==> src/rtl/esc_tx_serializer.sv <==
// Escape-mode Tx serializer: turns an escape request (LPDT/ULPS/trigger) plus payload
// bytes into the one-bit-per-cycle mark/space stream consumed by the line encoder.
module esc_tx_serializer #(
    parameter logic [7:0] CMD_LPDT  = 8'hE1,
    parameter logic [7:0] CMD_ULPS  = 8'h1E,
    parameter logic [7:0] CMD_TRIG0 = 8'h62,
    parameter logic [7:0] CMD_TRIG1 = 8'h5D,
    parameter logic [7:0] CMD_TRIG2 = 8'h21,
    parameter logic [7:0] CMD_TRIG3 = 8'hA0
) (
    input  logic       TxClkEsc,
    input  logic       Rst,
    input  logic       TxRequestEsc,
    input  logic       TxLpdtEsc,
    input  logic       TxUlpsEsc,
    input  logic [3:0] TxTriggerEsc,
    input  logic [7:0] TxDataEsc,
    input  logic       TxValidEsc,
    output logic       TxReadyEsc,
    output logic       EscBit,
    output logic       DataValid,
    output logic       EscEncoderEn,
    output logic       UlpsActiveNot,
    output logic       EscBusy
);

    typedef enum logic [2:0] {IDLE, CMD, DATA, PAUSE, ULPS, TRIG} state_t;
    typedef enum logic [1:0] {MODE_LPDT, MODE_ULPS, MODE_TRIG} mode_t;

    state_t     state, stateNxt;
    mode_t      mode, modeNxt;
    logic [7:0] shiftReg, shiftNxt;
    logic [2:0] bitCnt, cntNxt;
    logic       bitNxt, readyNxt;

    logic       reqHit;
    mode_t      reqMode;
    logic [7:0] reqCmd;

    // Mode priority: LPDT, then ULPS, then the lowest set trigger bit.
    always_comb begin
        reqHit  = 1'b1;
        reqMode = MODE_LPDT;
        reqCmd  = CMD_LPDT;
        if (TxLpdtEsc) begin
            reqMode = MODE_LPDT;
            reqCmd  = CMD_LPDT;
        end else if (TxUlpsEsc) begin
            reqMode = MODE_ULPS;
            reqCmd  = CMD_ULPS;
        end else if (TxTriggerEsc[0]) begin
            reqMode = MODE_TRIG;
            reqCmd  = CMD_TRIG0;
        end else if (TxTriggerEsc[1]) begin
            reqMode = MODE_TRIG;
            reqCmd  = CMD_TRIG1;
        end else if (TxTriggerEsc[2]) begin
            reqMode = MODE_TRIG;
            reqCmd  = CMD_TRIG2;
        end else if (TxTriggerEsc[3]) begin
            reqMode = MODE_TRIG;
            reqCmd  = CMD_TRIG3;
        end else begin
            reqHit  = 1'b0;
        end
    end

    // shiftReg holds the bits still to be sent; the bit on EscBit has already left it.
    always_comb begin
        stateNxt = state;
        modeNxt  = mode;
        shiftNxt = shiftReg;
        cntNxt   = bitCnt;
        bitNxt   = 1'b0;
        readyNxt = 1'b0;
        case (state)
            IDLE: begin
                if (TxRequestEsc && reqHit) begin
                    stateNxt = CMD;
                    modeNxt  = reqMode;
                    bitNxt   = reqCmd[7];
                    shiftNxt = {reqCmd[6:0], 1'b0};
                    cntNxt   = 3'd0;
                end
            end
            CMD: begin
                if (bitCnt == 3'd7) begin
                    cntNxt = 3'd0;
                    if (!TxRequestEsc) begin
                        stateNxt = IDLE;
                    end else if (mode == MODE_ULPS) begin
                        stateNxt = ULPS;
                    end else if (mode == MODE_TRIG) begin
                        stateNxt = TRIG;
                    end else if (TxValidEsc) begin
                        stateNxt = DATA;
                        bitNxt   = TxDataEsc[0];
                        shiftNxt = {1'b0, TxDataEsc[7:1]};
                        readyNxt = 1'b1;
                    end else begin
                        stateNxt = PAUSE;
                    end
                end else begin
                    bitNxt   = shiftReg[7];
                    shiftNxt = {shiftReg[6:0], 1'b0};
                    cntNxt   = bitCnt + 3'd1;
                end
            end
            DATA: begin
                if (bitCnt == 3'd7) begin
                    cntNxt = 3'd0;
                    if (!TxRequestEsc) begin
                        stateNxt = IDLE;
                    end else if (TxValidEsc) begin
                        bitNxt   = TxDataEsc[0];
                        shiftNxt = {1'b0, TxDataEsc[7:1]};
                        readyNxt = 1'b1;
                    end else begin
                        stateNxt = PAUSE;
                    end
                end else begin
                    bitNxt   = shiftReg[0];
                    shiftNxt = {1'b0, shiftReg[7:1]};
                    cntNxt   = bitCnt + 3'd1;
                end
            end
            PAUSE: begin
                if (!TxRequestEsc) begin
                    stateNxt = IDLE;
                end else if (TxValidEsc) begin
                    stateNxt = DATA;
                    bitNxt   = TxDataEsc[0];
                    shiftNxt = {1'b0, TxDataEsc[7:1]};
                    readyNxt = 1'b1;
                    cntNxt   = 3'd0;
                end
            end
            ULPS, TRIG: begin
                if (!TxRequestEsc) begin
                    stateNxt = IDLE;
                end
            end
            default: stateNxt = IDLE;
        endcase
    end

    // Outputs are decoded from the next state so they line up with the bit being presented.
    always_ff @(posedge TxClkEsc or posedge Rst) begin
        if (Rst) begin
            state         <= IDLE;
            mode          <= MODE_LPDT;
            shiftReg      <= 8'd0;
            bitCnt        <= 3'd0;
            TxReadyEsc    <= 1'b0;
            EscBit        <= 1'b0;
            DataValid     <= 1'b0;
            EscEncoderEn  <= 1'b0;
            UlpsActiveNot <= 1'b1;
            EscBusy       <= 1'b0;
        end else begin
            state         <= stateNxt;
            mode          <= modeNxt;
            shiftReg      <= shiftNxt;
            bitCnt        <= cntNxt;
            TxReadyEsc    <= readyNxt;
            EscBit        <= bitNxt;
            DataValid     <= (stateNxt == CMD) || (stateNxt == DATA);
            EscEncoderEn  <= (stateNxt != IDLE);
            UlpsActiveNot <= (stateNxt != ULPS);
            EscBusy       <= (stateNxt != IDLE);
        end
    end

endmodule

==> config.mk <==
export PLATFORM = sky130hd
export DESIGN_NAME = esc_tx_serializer
export DESIGN_NICKNAME = d
export VERILOG_FILES = /design/src/rtl/esc_tx_serializer.sv
export SDC_FILE = /design/constraint.sdc
export NUM_CORES = 1
export LEC_CHECK = 0
export BUFFER_PORTS_ARGS = -buffer_cell sky130_fd_sc_hd__buf_2
export CAP_MARGIN = 20
export CELL_PAD_IN_SITES_DETAIL_PLACEMENT = 1
export CELL_PAD_IN_SITES_GLOBAL_PLACEMENT = 2
export CORE_MARGIN = 10
export CORE_UTILIZATION = 31
export DETAILED_ROUTE_END_ITERATION = 7
export PLACE_DENSITY = 0.78
export SLEW_MARGIN = 20
export SYNTH_ARGS = -nofsm -noshare
export SYNTH_HDL_FRONTEND = slang
export SYNTH_SLANG_ARGS = --single-unit
export TNS_END_PERCENT = 50
==> constraint.sdc <==
create_clock -name TxClkEsc -period 1.65 [get_ports TxClkEsc]
set_input_delay 0.0825 -clock TxClkEsc [delete_from_list [all_inputs] [get_ports TxClkEsc]]
set_output_delay 0.0825 -clock TxClkEsc [all_outputs]
set_load 0.02 [all_outputs]
==> Word level (Yosys, flattened, before mapping) <==
Index checks and enable logic that the tools add are counted.
{ "word_totals": {"romBits": 0, "in_bits": 18, "regBits": 21, "latchBits": 0, "mem_bits_rw": 0, "mem_count": 0, "word_cells": 100, "output_inout_bits": 6} }
{ "op_classes": {"add_sub_neg": 1, "n_bitwise": 0, "n_lt_le_gt_ge": 0, "shift": 0, "reduce_logical": 11, "eq_ne": 17, "n_div": 0, "n_mux": 62, "multipliers": 0} }
{ "ops": {"columns": ["op", "count"], "rows": [
  ["2-to-1 mux 8 bit", 13],
  ["2-to-1 mux 3 bit", 15],
  ["one-hot mux 8 bit (4 select lines)", 1],
  ["2-to-1 mux 1 bit", 22],
  ["one-hot mux 3 bit (5 select lines)", 1],
  ["2-to-1 mux 2 bit", 6],
  ["inequality test 3 bit (second input constant)", 4],
  ["equality test 3 x 2 -> 1 bit (second input constant)", 3],
  ["equality test 3 bit (second input constant)", 3],
  ["one-hot mux 3 bit (3 select lines)", 1],
  ["2-to-1 mux 7 bit", 1],
  ["equality test 3 x 1 -> 1 bit (second input constant)", 2],
  ["inequality test 2 bit (second input constant)", 3],
  ["nonzero test 3 bit", 2],
  ["AND reduction 5 bit", 1],
  ["one-hot mux 1 bit (4 select lines)", 1],
  ["AND reduction 4 bit", 1],
  ["nonzero test 4 bit", 1],
  ["OR reduction 2 bit", 2],
  ["adder 3 x 1 -> 3 bit (second input constant)", 1],
  ["zero test 3 bit", 1],
  ["one-hot mux 1 bit (3 select lines)", 1],
  ["equality test 2 x 1 -> 1 bit (second input constant)", 1],
  ["equality test 2 bit (second input constant)", 1],
  ["other kinds (3)", 3]
]} }

==> Depth between registers and ports, before layout <==
{ "logic_depth": {"ltp_word": 11, "mapped_depth": 8, "ltp_nobuf": 7} }

==> Worst setup path after synthesis <==
Ideal clock, no wire load.
{ "synth_path": {"path_kind": "register to register", "startpoint": "register mode[0]", "endpoint": "register shiftReg[5]", "path_buffers": 0, "setup_ns": 0.126, "setup_slack_ns": -0.137, "required_ns": 1.524, "synth_period_minus_slack_ns": 1.787, "path_stages_with_launch": 7, "arrival_time_ns": 1.661, "path_cell_list": "dfrtp_1 inv_1 ha_1 or3b_4 a31oi_4 o21ai_2 o32a_1"} }
{ "synth_between": {"elab_chain_len": 3, "elab_cells_between_ends": 5, "classes_between": "4 x eq/ne; 1 x reduce/logical"} }
{ "synth_rtl": {"columns": ["item", "line_no", "source"], "rows": [
  ["from (decl)", "31", "mode_t mode, modeNxt;"],
  ["from (signal assigned)", "162", "mode <= modeNxt;"],
  ["equality test 2 bit / equality test 2 x 1 -> 1 bit (equally long branches)", "93, 91", null],
  ["inequality test 3 bit (no source line)", null, null],
  ["AND reduction 5 bit (no source line) *", null, null],
  ["to (signal assigned)", "163", "shiftReg <= shiftNxt;"],
  ["to (decl)", "32", "logic [7:0] shiftReg, shiftNxt;"]
]} }
Every way passes the cells marked *; elsewhere a longest branch is shown, timed or not.
A chain may end at the register's enable or synchronous reset.

==> Final worst setup path <==
{ "layout_path": {"startpoint": "register mode[1]", "endpoint": "register shiftReg[5]"} }
Same word-level chain as after synthesis.

==> results.sh <==
export IMPL_grt_pass1_wl_um=8769
export IMPL_clock_sinks=21
export IMPL_antenna_left=0
export IMPL_reg2reg_slack_ns=-0.21
export IMPL_htree_levels=1
export IMPL_hpwlAfterDp_um=4025
export IMPL_synthTopCellsByArea="dfrtp_1 31%, nor2_1 3.5%, inv_1 3.3%"
export IMPL_p_seq_share_pct=27.6
export IMPL_wl_met1_um=2390
export IMPL_synth_top_cell_by_area="dfrtp_1"
export IMPL_worst_hold_slack_ns=0.1773
export IMPL_top_layer_used="met4"
export IMPL_p_clk_share_pct=10.7
export IMPL_switching_share_pct=42.59
export IMPL_max_freq_mhz=537.6
export IMPL_power_density_nw_per_um2=1538
export IMPL_cap_violations=0
export IMPL_synth_top_family_by_area="compound AO/OA/AOI/OAI gates"
export IMPL_yosysUniqueCellTypes=58
export IMPL_root_buffer="clkbuf_8"
export IMPL_grt_pass1_vias=1698
export IMPL_hold_path_class="input pin to flip-flop"
export IMPL_dp_slack_ns=-0.2021
export IMPL_cp_slowest_cell="or3b_4"
export IMPL_grt_antenna_before_repair=0
export IMPL_finClkSkew_ns=0.004588
export IMPL_status="complete, but fails checks"
export IMPL_power_switching_mw=1.378
export IMPL_yosysWarnings=0
export IMPL_worst_setup_path_start_kind="flip-flop"
export IMPL_r2r_start="mode[1]"
export IMPL_dieWidth_um=91.71
export IMPL_synth_xor_area_share_pct=0
export IMPL_synth_compound_area_share_pct=30.22
export IMPL_numCtsBuffers=3
export IMPL_num_antenna_cells=0
export IMPL_async_reset_ff_share_pct=100.0
export IMPL_failed_checks="setup timing"
export IMPL_cts_tree="yes"
export IMPL_crit_path_end_kind="flip-flop"
export IMPL_rr_worst_depth=6
export IMPL_pwr_share_comb_pct=61.7
export IMPL_post_route_drc_count=0
export IMPL_met3WireLength_um=166
export IMPL_setup_viol_count_final=11
export IMPL_ioPinCount=24
export IMPL_p_leak_nw=0.9286
export IMPL_slew_headroom_pct=66.28
export IMPL_worstPathCellList="inv_1 -> ha_2 -> or3b_4 -> a31oi_4 -> o21ai_2 -> o32a_1"
export IMPL_holdPathEnd="mode[1]"
export IMPL_rsz0062_at_grt="yes"
export IMPL_vias=1585
export IMPL_hold_start="TxUlpsEsc"
export IMPL_intPower_mw=1.858
export IMPL_cp_slowest_stage_delay_ns=0.42
export IMPL_drt_initial_drc_count=92
export IMPL_worst_slew_pin_slew_ns=0.4994
export IMPL_start_util_pct=31.61
export IMPL_crit_buf_inv=1
export IMPL_period_share_pct=112.7
export IMPL_syn_avg_cell_area_um2=8.758
export IMPL_synth_simple_area_share_pct=22.84
export IMPL_syn_to_final_growth_pct=32.03
export IMPL_ir_worst_vdd_v=0.0004671
export IMPL_cp_max_fo=5
export IMPL_post_dp_cell_area_um2=1899
export IMPL_gp_congestion=0.8700
export IMPL_grt_ovfl_total=0
export IMPL_grt_max_degree=22
export IMPL_drive_gt1_share_pct=40.45
export IMPL_crit_type="flip-flop to flip-flop"
export IMPL_routedWlPerCell_um=18.85
export IMPL_design_area_um2=2105
export IMPL_die_area_um2=8410
export IMPL_report_final_slew_viol_count=0
export IMPL_synth_fp_nets=204
export IMPL_netlist_area_um2=1594
export IMPL_finalWirelength_um=5467
export IMPL_synth_top_flop_cell="dfrtp_1"
export IMPL_met2_length_um=2840
export IMPL_grtUsageTotal_pct=12.55
export IMPL_die_h_um=91.71
export IMPL_ys_seq_area_share_pct=33.05
export IMPL_nets=243
export IMPL_r2r_end="shiftReg[5]"
export IMPL_clock_latency_ns=0.26
export IMPL_synthMuxAreaShare_pct=2.590
export IMPL_synth_top_area_share_pct=31.40
export IMPL_min_period_ns=1.860
export IMPL_synth_cells=182
export IMPL_coreArea_um2=5042
export IMPL_vias_per_cell=5.466
export IMPL_rows=26
export IMPL_cts_reportedPaths_clkPinSlew_ns=0.08
export IMPL_ys_seq_elements=21
export IMPL_portBuffers=23
export IMPL_crit_family="compound AO/OA/AOI/OAI gates"
export IMPL_finalHoldViolations=0
export IMPL_cp_required_ns=1.80
export IMPL_clockBufferDepth=2
export IMPL_min_path_cells=2
export IMPL_synth_edff_count=0
export IMPL_first_pass_iters=4
export IMPL_worstPathArrival_ns=2.01
export IMPL_synth_adder_area_share_pct=3.140
export IMPL_fin_ws_ns=-0.2101
[cells by family after synthesis]
logic type / count (synthesis)
DFF: 21
and+or+nand+nor: 64
buffers and inverters: 29
adders and majority gates: 4
AOI/OAI and AO/OA: 60
muxes: 4
[power by group through the flow]
stage,Sequential (mW),Clock [mW],Combinational (mW)
3_3_place_gp,0.865,0,1.66
5_1_grt,0.915,0.384,2.18
6_report,0.892,0.346,2.00
2_1_floorplan,0.871,0,1.14
4_1_cts,0.874,0.363,1.88
3_5_place_dp,0.880,0,1.74
[cell usage in the layout (no fill, tap or decap), drive strengths merged, types with 5 or more instances in the layout]
cell / n
nand2: 8
nor2: 15
buf: 48
dfrtp: 20
inv: 14
nor2b: 5
a21oi: 7
o21ai: 6
nor3: 5
nand3: 7
[flip-flops by register name (all words and copies together) (netlist names)]
name           cells
DataValid          1
EscBusy            1
EscBit             1
state              3
UlpsActiveNot      1
mode               2
TxReadyEsc         1
shiftReg           8
bitCnt             3
[worst reg2reg max path, delay by kind of cell, from the launching register on]
| kind | cells | cell delay, ns |
|---|---|---|
| simple gates | 1 | 0.42 |
| buf+inv | 1 | 0.06 |
| compound gates | 3 | 0.72 |
| fa+ha+maj | 1 | 0.18 |
| flops | 1 | 0.38 |
[area by class of cell]
class	count	area (um^2)
inverters	14	52.55
flip-flops and latches	21	528.0
clock inverters	1	5.005
clock buffers	3	41.29
multi-input cells	132	1074
fillers	590	2938
well taps	70	87.58
repair buffers	49	316.6
[metal layers]
layer / GRT usage [%] / up-vias
met2: 22.81 / 29
met4: 3.085 / 0
li1: - / 753
met3: 1.711 / 8
met5: 0 / -
met1: 15.15 / 795
[worst max-delay path by stage]
stage | start | end | slack [ns] | cells past startpoint
final | mode[1] | shiftReg[5] | -0.21 | 6
after global routing | mode[0] | shiftReg[5] | -0.28 | 6
after CTS | mode[1] | shiftReg[5] | -0.18 | 6
after detailed placement | mode[1] | shiftReg[3] | -0.20 | 6
after global placement | mode[1] | shiftReg[7] | -0.15 | 6
after floorplan | bitCnt[0] | EscBit | -0.05 | 7
[synth_stat cells (3+ instances only)]
library cell	count
a21oi_1	7
o21ai_0	5
o221ai_1	4
a22o_1	4
buf_2	5
clkbuf_1	6
nor2_1	15
nand2_1	8
dfrtp_1	20
mux2i_1	3
o22a_1	4
a22oi_1	3
or2_2	4
nand3_1	7
inv_1	14
or3b_2	3
nand2b_1	3
or3_1	3
nor3_1	5
ha_1	4
nor2b_1	5
[through the flow]
stage	cells	TNS, ns	utilization, %	total power, mW
3_5_place_dp	282	-1.444	37.67	2.615
6_report	290	-1.559	41.74	3.237
2_1_floorplan	182	-0.2726	-	2.015
3_3_place_gp	282	-0.8742	37.67	2.521
4_1_cts	289	-1.295	40.35	3.121
5_1_grt	290	-2.515	41.74	3.480
[timing repair]
| item | CTS | global route |
|---|---|---|
| hold endpoints to repair | 20 | 0 |
| setup endpoints to repair | 12 | 20 |
| resized for setup | 10 | 11 |
| setup buffers | 2 | 1 |
| pin swaps | 1 | 3 |
| hold buffers | 1 | 0 |
Power figures use the tool's default switching activity.
